===== src/rtl/drink_machine.sv =====
// drink_machine: coin-operated drink vending controller.
// Accumulates nickel/dime/quarter credit, vends the highest-priority held
// selection once credit reaches PRICE, then clears the credit.
// Optional build macro DRINK_CHANGE_EN adds a registered 'change' output
// carrying the overpayment (in nickel units) during the vend cycle.
module drink_machine #(
  parameter int PRICE      = 5,
  parameter int MAX_CREDIT = 10
) (
  input  logic       clock,
  input  logic       resetn,
  input  logic [1:0] coin,
  input  logic       coke,
  input  logic       pepsi,
  input  logic       soft_drink,
  output logic       vendcoke,
  output logic       vendpepsi,
  output logic       vendsoft_drink
`ifdef DRINK_CHANGE_EN
  ,
  output logic [3:0] change
`endif
);

  typedef enum logic [1:0] {
    IDLE    = 2'd0,
    COLLECT = 2'd1,
    VEND    = 2'd2
  } state_e;

  localparam logic [3:0] PriceL = 4'(PRICE);
  localparam logic [4:0] MaxW   = 5'(MAX_CREDIT);

  state_e      state_q, state_d;
  logic [3:0]  credit_q, credit_d;
  logic [1:0]  coinPrev_q;
  logic [2:0]  vend_q, vend_d;
  logic        coinAccept;
  logic        vendNow;
  logic        anySel;
  logic [2:0]  coinValue;
  logic [3:0]  creditBase;
  logic [4:0]  creditSum;
`ifdef DRINK_CHANGE_EN
  logic [3:0]  change_q, change_d;
`endif

  // Decode the coin edge, decide whether to vend and compute the next credit.
  always_comb begin
    coinAccept = (coin != 2'd0) && (coinPrev_q == 2'd0);
    anySel     = coke | pepsi | soft_drink;

    coinValue = 3'd0;
    case (coin)
      2'd1:    coinValue = 3'd1;
      2'd2:    coinValue = 3'd2;
      2'd3:    coinValue = 3'd5;
      default: coinValue = 3'd0;
    endcase

    // The VEND state blocks a second vend on the very next edge.
    vendNow = (state_q != VEND) && (credit_q >= PriceL) && anySel;

    // When vending, the old credit is consumed and only a same-edge coin survives.
    creditBase = vendNow ? 4'd0 : credit_q;
    creditSum  = {1'b0, creditBase} + {2'b00, coinValue};

    credit_d = creditBase;
    if (coinAccept) begin
      credit_d = (creditSum > MaxW) ? MaxW[3:0] : creditSum[3:0];
    end

    state_d = IDLE;
    if (vendNow) begin
      state_d = VEND;
    end else if (credit_d != 4'd0) begin
      state_d = COLLECT;
    end

    vend_d = 3'b000;
    if (vendNow) begin
      if (coke) begin
        vend_d = 3'b100;
      end else if (pepsi) begin
        vend_d = 3'b010;
      end else begin
        vend_d = 3'b001;
      end
    end

`ifdef DRINK_CHANGE_EN
    change_d = vendNow ? (credit_q - PriceL) : 4'd0;
`endif
  end

  // State, credit, coin history and registered vend pulses.
  always_ff @(posedge clock or negedge resetn) begin
    if (!resetn) begin
      state_q    <= IDLE;
      credit_q   <= 4'd0;
      coinPrev_q <= 2'd0;
      vend_q     <= 3'b000;
`ifdef DRINK_CHANGE_EN
      change_q   <= 4'd0;
`endif
    end else begin
      state_q    <= state_d;
      credit_q   <= credit_d;
      coinPrev_q <= coin;
      vend_q     <= vend_d;
`ifdef DRINK_CHANGE_EN
      change_q   <= change_d;
`endif
    end
  end

  assign vendcoke       = vend_q[2];
  assign vendpepsi      = vend_q[1];
  assign vendsoft_drink = vend_q[0];
`ifdef DRINK_CHANGE_EN
  assign change         = change_q;
`endif

endmodule


===== config.mk =====
export PLATFORM = sky130hd
export DESIGN_NAME = drink_machine
export DESIGN_NICKNAME = d
export VERILOG_FILES = /design/src/rtl/drink_machine.sv
export SDC_FILE = /design/constraint.sdc
export NUM_CORES = 1
export LEC_CHECK = 0
export CAP_MARGIN = 10
export CORE_MARGIN = 1.5
export CORE_UTILIZATION = 28
export DETAILED_ROUTE_END_ITERATION = 10
export PLACE_DENSITY_LB_ADDON = 0.12
export SLEW_MARGIN = 20
export SYNTH_ARGS = -nofsm -noshare
export SYNTH_HDL_FRONTEND = slang
export SYNTH_SLANG_ARGS = --single-unit

===== constraint.sdc =====
create_clock -name clock -period 3 [get_ports clock]
set_clock_uncertainty 0.15 [all_clocks]
set_input_delay 0.3 -clock clock [delete_from_list [all_inputs] [get_ports clock]]
set_output_delay 0.3 -clock clock [all_outputs]
set_load 0.02 [all_outputs]

Word-level counts from Yosys, hierarchy flattened
Index checks and enable logic that the tools add are counted.
Widths: inputs -> output; s select.

word-level totals
  input port bits = 7
  logic and storage cells = 28
  register bits after elaboration = 11

cells by class
  multiplexer cells = 9
  $add $sub $neg = 1
  reductions and logical operators = 6
  equality and inequality tests = 4
  magnitude comparators = 2
  bitwise logic cells = 2

operators with widths
  kind                count
  $mux 4              3
  $pmux 3 s3          1
  $mux 3              2
  $add 4x3->5         1
  $gt 5x4->1 const B  1
  $eq 2x2->1 const B  2
  $ge 4x3->1 const B  1
  $mux 2              2
  $reduce_bool 4->1   1
  $logic_and 1x1->1   3
  $eq 2x1->1 const B  1
  $logic_not 2->1     1
  $ne 2x2->1 const B  1
  $or 1x1->1          2
  $reduce_bool 2->1   1
  $mux 1              1

Longest topological paths before layout
Gate-level depths: netlist of the first run.

  depth after elaboration = 11
  depth in mapped cells = 11
  mapped depth without buffers = 11

Least setup slack after synthesis of the first run
Ideal clock, no wire load.

  path kind = register to register
  start point = register state_q[1]
  end point = register state_q[0]
  buffers on the path = 0
  period minus slack after synthesis = 2767 ps
  data arrival time = 2476 ps
  slack = 233 ps
  stages on the path, launching flop included = 12
  path through = dfrtp_1 > nor2b_1 > o31ai_1 > inv_1 > ha_1 > inv_1 > fa_1 > inv_1 > or4_2 > and4_1 > a21oi_1 > a41oi_1

on the way
  cells in the longest elaborated chain, start to end = 11

RTL lines
  what                                RTL line  RTL
  start, declared                     34        state_e state_q, state_d;
  start signal, assigned              107       state_q <= state_d;
  $ne 2x2->1 (*)                      62        vendNow = (state_q != VEND) && (credit_q >= PriceL) && anySel;
  $logic_and 1x1->1 (*) (2 in a row)  62
  $mux 4                              65        creditBase = vendNow ? 4'd0 : credit_q;
  $add 4x3->5                         66        creditSum = {1'b0, creditBase} + {2'b00, coinValue};
  $gt 5x4->1                          70        credit_d = (creditSum > MaxW) ? MaxW[3:0] : creditSum[3:0];
  $mux 4                              70
  $mux 4                              69        if (coinAccept) begin
  $reduce_bool 4->1                   76        end else if (credit_d != 4'd0) begin
  $mux 1                              76
  $mux 2 (*)                          74        if (vendNow) begin
  via state_d[0]                      34

Mark *: on every way through the listed nets, which the timed path passes. The rest lies on a longest branch.

Worst setup path in the final report of the first run
Same ends and word-level chain as after synthesis.

==> results.md, run 1 <==
| Metric | Reported |
|---|---|
| Run status | finished, final reports clean |
| Remaining antenna violation count after routing | 0 |
| Routed via count | 677 |
| Post-layout worst setup margin | 217.2 ps |
| Site row count | 18 |
| Critical path's largest stage delay | 480 ps |
| R2R cell count | 11 |
| Library cell occupying the most area in the post-synthesis netlist | dfrtp_1 |
| Fraction of synthesis flops using an asynchronous set or reset pin | 100.0% |
| Avg Synthesized Cell Area | 9.424 µm² |
| Clk pin slew, worst setup/hold paths | 60 ps |
| Total iterations of the first detailed-routing run | 3 |
| Top Layer Used | met4 |
| Synthesized Nets | 90 |
| Gate Count Post-Synth | 79 |
| Standard cell with the maximum stage delay on the critical path | or4b_4 |
| Reg2Reg Setup Slack | 220 ps |
| Kind of capture point of the worst setup path | register |
| Final net count | 117 |
| Clock tree root buffer cell | clkbuf_4 |
| CTS tree | done |
| Post-synthesis sequential element count | 11 |
| Clock buffer count from CTS | 3 |
| Global routing usage summed across all routing layers | 14.91% |
| Xor-xnor portion of the synthesized cell area | 0% |
| Finish-stage setup viols | 0 |
| Leakage | 0.5176 nW |
| Count of final hold-check violations | 0 |
| Worst setup path class | reg2reg |
| Remaining max-slew budget at the tightest pin | 62.19% |
| Cell area after layout | 1064 µm² |
| CP most frequent cell | inv_1 |
| Port-buffer cells | 9 |
| Area fraction in compound gates after synthesis | 21.01% |
| Fillcell total | 264 |
| Clock latency of the later-clocked register in the worst-skew pair | 260 ps |
| Area occupied by multi-input gates | 488.0 µm² |
| Achievable clock frequency | 359.3 MHz |
| Sequential cell area fraction in the yosys report | 36.97% |
| Class of the tightest hold or removal check | in2async |
| Largest driver fanout on the critical path | 4 |
| Reg2reg start | state_q[1] |
| Met2 WL post-DR | 874 µm |
| Post-synthesis share of cell area spent on and, or, nand and nor gates | 27.90% |
| Pre-CTS WS | -330.1 ps |
| Reg2Reg Capture Point | state_q[0] |
| Die Ht | 54.57 µm |
| Die W | 54.57 µm |
| Share of cell area taken by muxes after synthesis | 1.345% |
| Pwr dens | 607.1 nW/µm² |
| Slew at the pin closest to its max-slew limit | 563.4 ps |
| Arithmetic-cell share of the synthesized area counting full adders, half adders and majority gates | 7.731% |
| Max H-tree Level | 1 |
| Number of top-level pins | 10 |
| Number of design-rule violations left by the first detailed-router iteration | 5 |
| Final standard cell utilization of the core | 42.54% |
| Post-synthesis cell type count | 43 |
| Antenna Diode Count | 0 |
| Number of instances in the placed design | 131 |
| Post-route worst hold slack | 205.9 ps |
| Synthesis warning total | 0 |
| Vias in the first global route | 683 |
| Fin crit period | 2783 ps |
| Largest net degree at the start of global routing | 12 |
| Maximum capacitance violations | 0 |
| Area growth from synthesis to final layout | 42.86% |
| Layout cell share with drive strength beyond 1 | 34.29% |
| Number of buffers between clock root and the deepest sink | 2 |
| Number of max-slew violations in the final report | 0 |
| Wire length on met1 | 869 µm |
| HPWL Detailed | 1.495 mm |
| Final routed DRC violation total | 0 |
| Area of the die | 2977 µm² |
| First-pass GRT wire length | 3.029 mm |
| Total number of clock tree sinks | 11 |
| Via-per-instance ratio | 5.015 |
| Initial standard-cell utilization of the core | 29.78% |
| Maximum ir drop on the vdd rail | 0.0002975 V |
| Critical path data required time | 2980 ps |
| Non-filler instance count after layout | 135 |
| Flip-flop cell with the highest count after synthesis | dfrtp_1 |
| Cells traversed along the worst timing path | nor2b_2 > o31ai_1 > inv_1 > ha_2 > inv_1 > fa_2 > and2b_1 > nor2_1 > or4b_4 > a211oi_2 > a41oi_2 |
| Average wire per standard cell | 13.20 µm |
| Summed instance area of the synthesized netlist | 744.5 µm² |
| Largest family of logic cells by synthesized area | simple AND/OR/NAND/NOR gates |
| Number of antenna violations at the first check in global routing | 0 |
| Standard cell area after detailed placement | 973.4 µm² |
| Area share of the largest cell type after synthesis | 36.97% |
| Met3 WL | 21 µm |
| Final cycle utilization of the critical path | 92.76% |
| RSZ-0062 raised after global routing | no |
| Final RePlAce weighted congestion | 0.8262 |
| Register cell area after layout | 275.3 µm² |
| Data arrival, critical path | 2760 ps |
| Number of flops mapped to enable cells by yosys | 0 |
| Crit path launch type | register |
| Total of hold buffers inserted after clock tree synthesis | 0 |
| Synth area leaders | dfrtp_1 (37%), ha_1 (5.0%), inv_1 (4.5%), nor2_1 (3.0%), fa_1 (2.7%) |
| Core region area | 2500 µm² |
| Total global routing overflow | 0 |
| Total wirelength of the detailed-routed design | 1.782 mm |
-- synthesized netlist by cell type, types with 2 or more instances --
master / n
a21oi_1: 2
and2_1: 2
and2_2: 2
dfrtp_1: 11
ha_1: 3
inv_1: 9
nand2_1: 4
nand2b_1: 2
nor2_1: 6
nor3_1: 3
o211ai_1: 2
o31ai_1: 2
-- worst max path at each step --
stage               startpoint         end  depth (start not counted)
global route        state_q[1]  state_q[0]                         12
detailed placement       pepsi  state_q[0]                         11
global placement         pepsi  state_q[0]                         11
CTS                      pepsi  state_q[0]                         13
floorplan           state_q[1]  state_q[0]                         11
finish              state_q[1]  state_q[0]                         11
-- sequential cells by signal (all words and copies together) (netlist names) --
name	count
vend_q	3
state_q	2
coinPrev_q	2
credit_q	4
-- logic make-up after synthesis --
| group | count (synthesis) |
|---|---|
| AOI/OAI and AO/OA | 21 |
| muxes | 1 |
| and+or+nand+nor | 32 |
| DFF | 11 |
| adders and majority gates | 4 |
| buffers and inverters | 10 |
-- critical path: cells and delay by family (launching register included) --
kind                     cells  cell delay, ps
AND/OR/NAND/NOR              4             930
buffers and inverters        2             160
AO/OA/AOI/OAI                3             630
flip-flops                   1             380
adder cells (fa/ha/maj)      2             390
-- where the power goes --
group / total (mW) / leakage (nW) / switching (mW) / internal, mW
clock: 0.0952 / 0.0150 / 0.0438 / 0.0513
sequential: 0.203 / 0.143 / 0.0228 / 0.181
combinational: 0.347 / 0.359 / 0.170 / 0.177
-- what timing repair did --
action / CTS / global route
buffers inserted: 0 / 0
pin swaps: 0 / 6
resized for setup: 2 / 14
setup endpoints to repair: 1 / 2
-- cell usage in the layout, fill, tap and decap left out, drive strengths merged, types with 2 or more instances in the layout --
cell,synthesis,final
buf,0,14
dfrtp,11,11
inv,9,9
nor2,6,6
clkdlybuf4s50,0,6
nand2,4,4
nor3,4,4
clkbuf,1,4
and2,4,4
dlymetal6s2s,0,3
ha,3,3
o21ai,3,3
nand2b,2,2
o211ai,2,2
o31ai,2,2
a21oi,2,2
or4b,2,2
-- per-stage QoR --
stage | power, mW | TNS (ps)
after floorplan | 0.3934 | 0
after global placement | 0.5055 | -820.3
after detailed placement | 0.5062 | -735.6
after CTS | 0.6097 | 0
after global routing | 0.7024 | 0
final | 0.6457 | 0
-- metal layers --
layer / GRT usage, % / vias to the layer above
li1: - / 343
met1: 20.10 / 329
met2: 22.69 / 3
met3: 1.093 / 2
met4: 10.00 / 0
met5: 0 / -
-- layout make-up --
type	count	area share, %
clock buffer	4	2.471
inverter	9	3.176
multi-input combinational	58	45.88
sequential	11	25.88
tap	30	3.529
timing repair buffer	23	19.06
No activity file was read; power rests on OpenSTA's default activity.
==> inputs of run 2 (changes only) <==
- CTS_BUF_LIST: unset -> sky130_fd_sc_hd__clkbuf_4
==> results.md, run 2 (synthesis gave the netlist of run 1 again) <==
| Metric | Reported | vs previous |
|---|---|---|
| Class of the tightest hold or removal check | in2async |  |
| Clock latency of the later-clocked register in the worst-skew pair | 260 ps | about the same |
| Number of buffers between clock root and the deepest sink | 2 | unchanged |
| Layout cell share with drive strength beyond 1 | 35.24% | +0.95 points |
| Reg2Reg Setup Slack | 220 ps | about the same |
| Area growth from synthesis to final layout | 43.36% |  |
| Final RePlAce weighted congestion | 0.8262 | unchanged |
| Largest net degree at the start of global routing | 12 | unchanged |
| Worst setup path class | reg2reg |  |
| Flip-flop count of the largest register after layout | 4 | unchanged |
| Average wire per standard cell | 13.20 µm | unchanged |
| Post-layout worst setup margin | 217.1 ps | -0.1050 ps |
| Fillcell total | 264 | unchanged |
| Top register by number of flip-flops | credit_q |  |
| Number of antenna violations at the first check in global routing | 0 | unchanged |
| Final net count | 117 | unchanged |
| Die Ht | 54.57 µm | unchanged |
| Maximum capacitance violations | 0 | unchanged |
| Remaining max-slew budget at the tightest pin | 62.19% | unchanged |
| Site row count | 18 | unchanged |
| Global routing usage summed across all routing layers | 14.91% | unchanged |
| Vias in the first global route | 683 | unchanged |
| Final standard cell utilization of the core | 42.69% | +0.15 points |
| CTS tree | done |  |
| Critical path data required time | 2980 ps | about the same |
| Post-CTS Setup Bufs | 0 | unchanged |
| Run status | finished, final reports clean |  |
| Total number of clock tree sinks | 11 | unchanged |
| Core region area | 2500 µm² | unchanged |
| Number of instances in the placed design | 131 | unchanged |
| Antenna Diode Count | 0 | unchanged |
| First-pass GRT wire length | 3.029 mm | unchanged |
| Area occupied by multi-input gates | 488.0 µm² | unchanged |
| Total global routing overflow | 0 | unchanged |
| Area of the die | 2977 µm² | unchanged |
| Total iterations of the first detailed-routing run | 3 | unchanged |
| Leakage | 0.5210 nW | +0.66% |
| Slew at the pin closest to its max-slew limit | 563.4 ps | unchanged |
| Max H-tree Level | 1 | unchanged |
| Fin crit period | 2783 ps | +0.1050 ps |
| Pwr dens | 613.8 nW/µm² | +1.1% |
| Remaining antenna violation count after routing | 0 | unchanged |
| Largest registers in the final layout | credit_q: 4 flops, vend_q: 3 flops |  |
| Routed via count | 674 | -0.44% |
| Finish-stage setup viols | 0 | unchanged |
| Total of hold buffers inserted after clock tree synthesis | 0 | unchanged |
| Top library cells by usage in the layout, fill and taps aside | buf_4 (14), dfrtp_1 (11), inv_1 (9), nor2_1 (6), clkdlybuf4s50_1 (6) |  |
| Achievable clock frequency | 359.3 MHz | about the same |
| Final cycle utilization of the critical path | 92.76% | about the same |
| Data arrival, critical path | 2760 ps | about the same |
| HPWL Detailed | 1.495 mm | unchanged |
| Most common library cell in the layout ignoring fill and taps | buf_4 |  |
| Die W | 54.57 µm | unchanged |
| Clock buffer count from CTS | 3 | unchanged |
| Clk pin slew, worst setup/hold paths | 60 ps | about the same |
| Clock tree root buffer cell | clkbuf_4 |  |
| Number of max-slew violations in the final report | 0 | unchanged |
| Maximum ir drop on the vdd rail | 0.0002976 V | about the same |
| Kind of capture point of the worst setup path | register |  |
| Final routed DRC violation total | 0 | unchanged |
| Crit path launch type | register |  |
| RSZ-0062 raised after global routing | no |  |
| Number of top-level pins | 10 | unchanged |
| Total wirelength of the detailed-routed design | 1.782 mm | unchanged |
| Initial standard-cell utilization of the core | 29.78% | unchanged |
| Count of final hold-check violations | 0 | unchanged |
| Via-per-instance ratio | 4.993 | -0.44% |
| Largest driver fanout on the critical path | 4 | unchanged |
| Non-filler instance count after layout | 135 | unchanged |
| Port-buffer cells | 9 | unchanged |
| Register cell area after layout | 275.3 µm² | unchanged |
| Pre-CTS WS | -330.1 ps | unchanged |
| Number of design-rule violations left by the first detailed-router iteration | 6 | +1 |
run 2: cell counts in the layout (fill, tap and decap cells not counted):
Identical to the previous run, type by type.
run 2: power breakdown:
| part | leakage [nW] | switching [mW] | internal, mW |
|---|---|---|---|
| Sequential | 0.143 | 0.0228 | 0.181 |
| Clock | 0.0184 | 0.0442 | 0.0604 |
| Combinational | 0.359 | 0.170 | 0.177 |
| Total | 0.521 | 0.237 | 0.418 |
run 2: layout make-up:
| type | instances | area share, % |
|---|---|---|
| inverter | 9 | 3.165 |
| tap | 30 | 3.517 |
| timing repair buffer | 23 | 18.99 |
| clock buffer | 4 | 2.814 |
| sequential | 11 | 25.79 |
| multi-input combinational | 58 | 45.72 |
run 2: through the flow:
step                      setup TNS (ps)  instance area (µm²)  hold slack [ps]  power [mW]
after floorplan                        0                744.5           -145.6      0.3934
after global placement            -820.3                973.4            479.5      0.5055
after detailed placement          -735.6                973.4            486.4      0.5062
after CTS                              0                 1008            216.7      0.6184
after global routing                   0                 1067            240.2      0.7119
final                                  0                 1067            204.9      0.6551
run 2: layer usage:
metal / part of all wire (%) / track usage [%]
met5: 0 / 0
met4: 0.90 / 10.00
met3: 1.2 / 1.093
met2: 49 / 22.69
met1: 49 / 20.10
run 2: critical path: stages (launching register included):
cell	delay, ps
dfrtp_1	380
nor2b_2	180
o31ai_1	230
inv_1	90
ha_2	180
inv_1	70
fa_2	210
and2b_1	200
nor2_1	70
or4b_4	480
a211oi_2	270
a41oi_2	130
run 2: worst paths after layout:
| check | to | cells past startpoint | from |
|---|---|---|---|
| setup reg to reg | state_q[0] | 11 | state_q[1] |
| setup / recovery | state_q[0] | 11 | state_q[1] |
| hold reg to reg | credit_q[0] | 3 | coinPrev_q[1] |
| max in group asynchronous | coinPrev_q[0] | 1 | resetn |
| min in group clock | vend_q[0] | 3 | pepsi |
| hold / removal | vend_q[0] | 1 | resetn |
run 2: what timing repair did:
| item | CTS | global route |
|---|---|---|
| pin swaps | 0 | 6 |
| cloned | 0 | 0 |
| setup endpoints to repair | 1 | 2 |
| gates resized for setup | 2 | 14 |
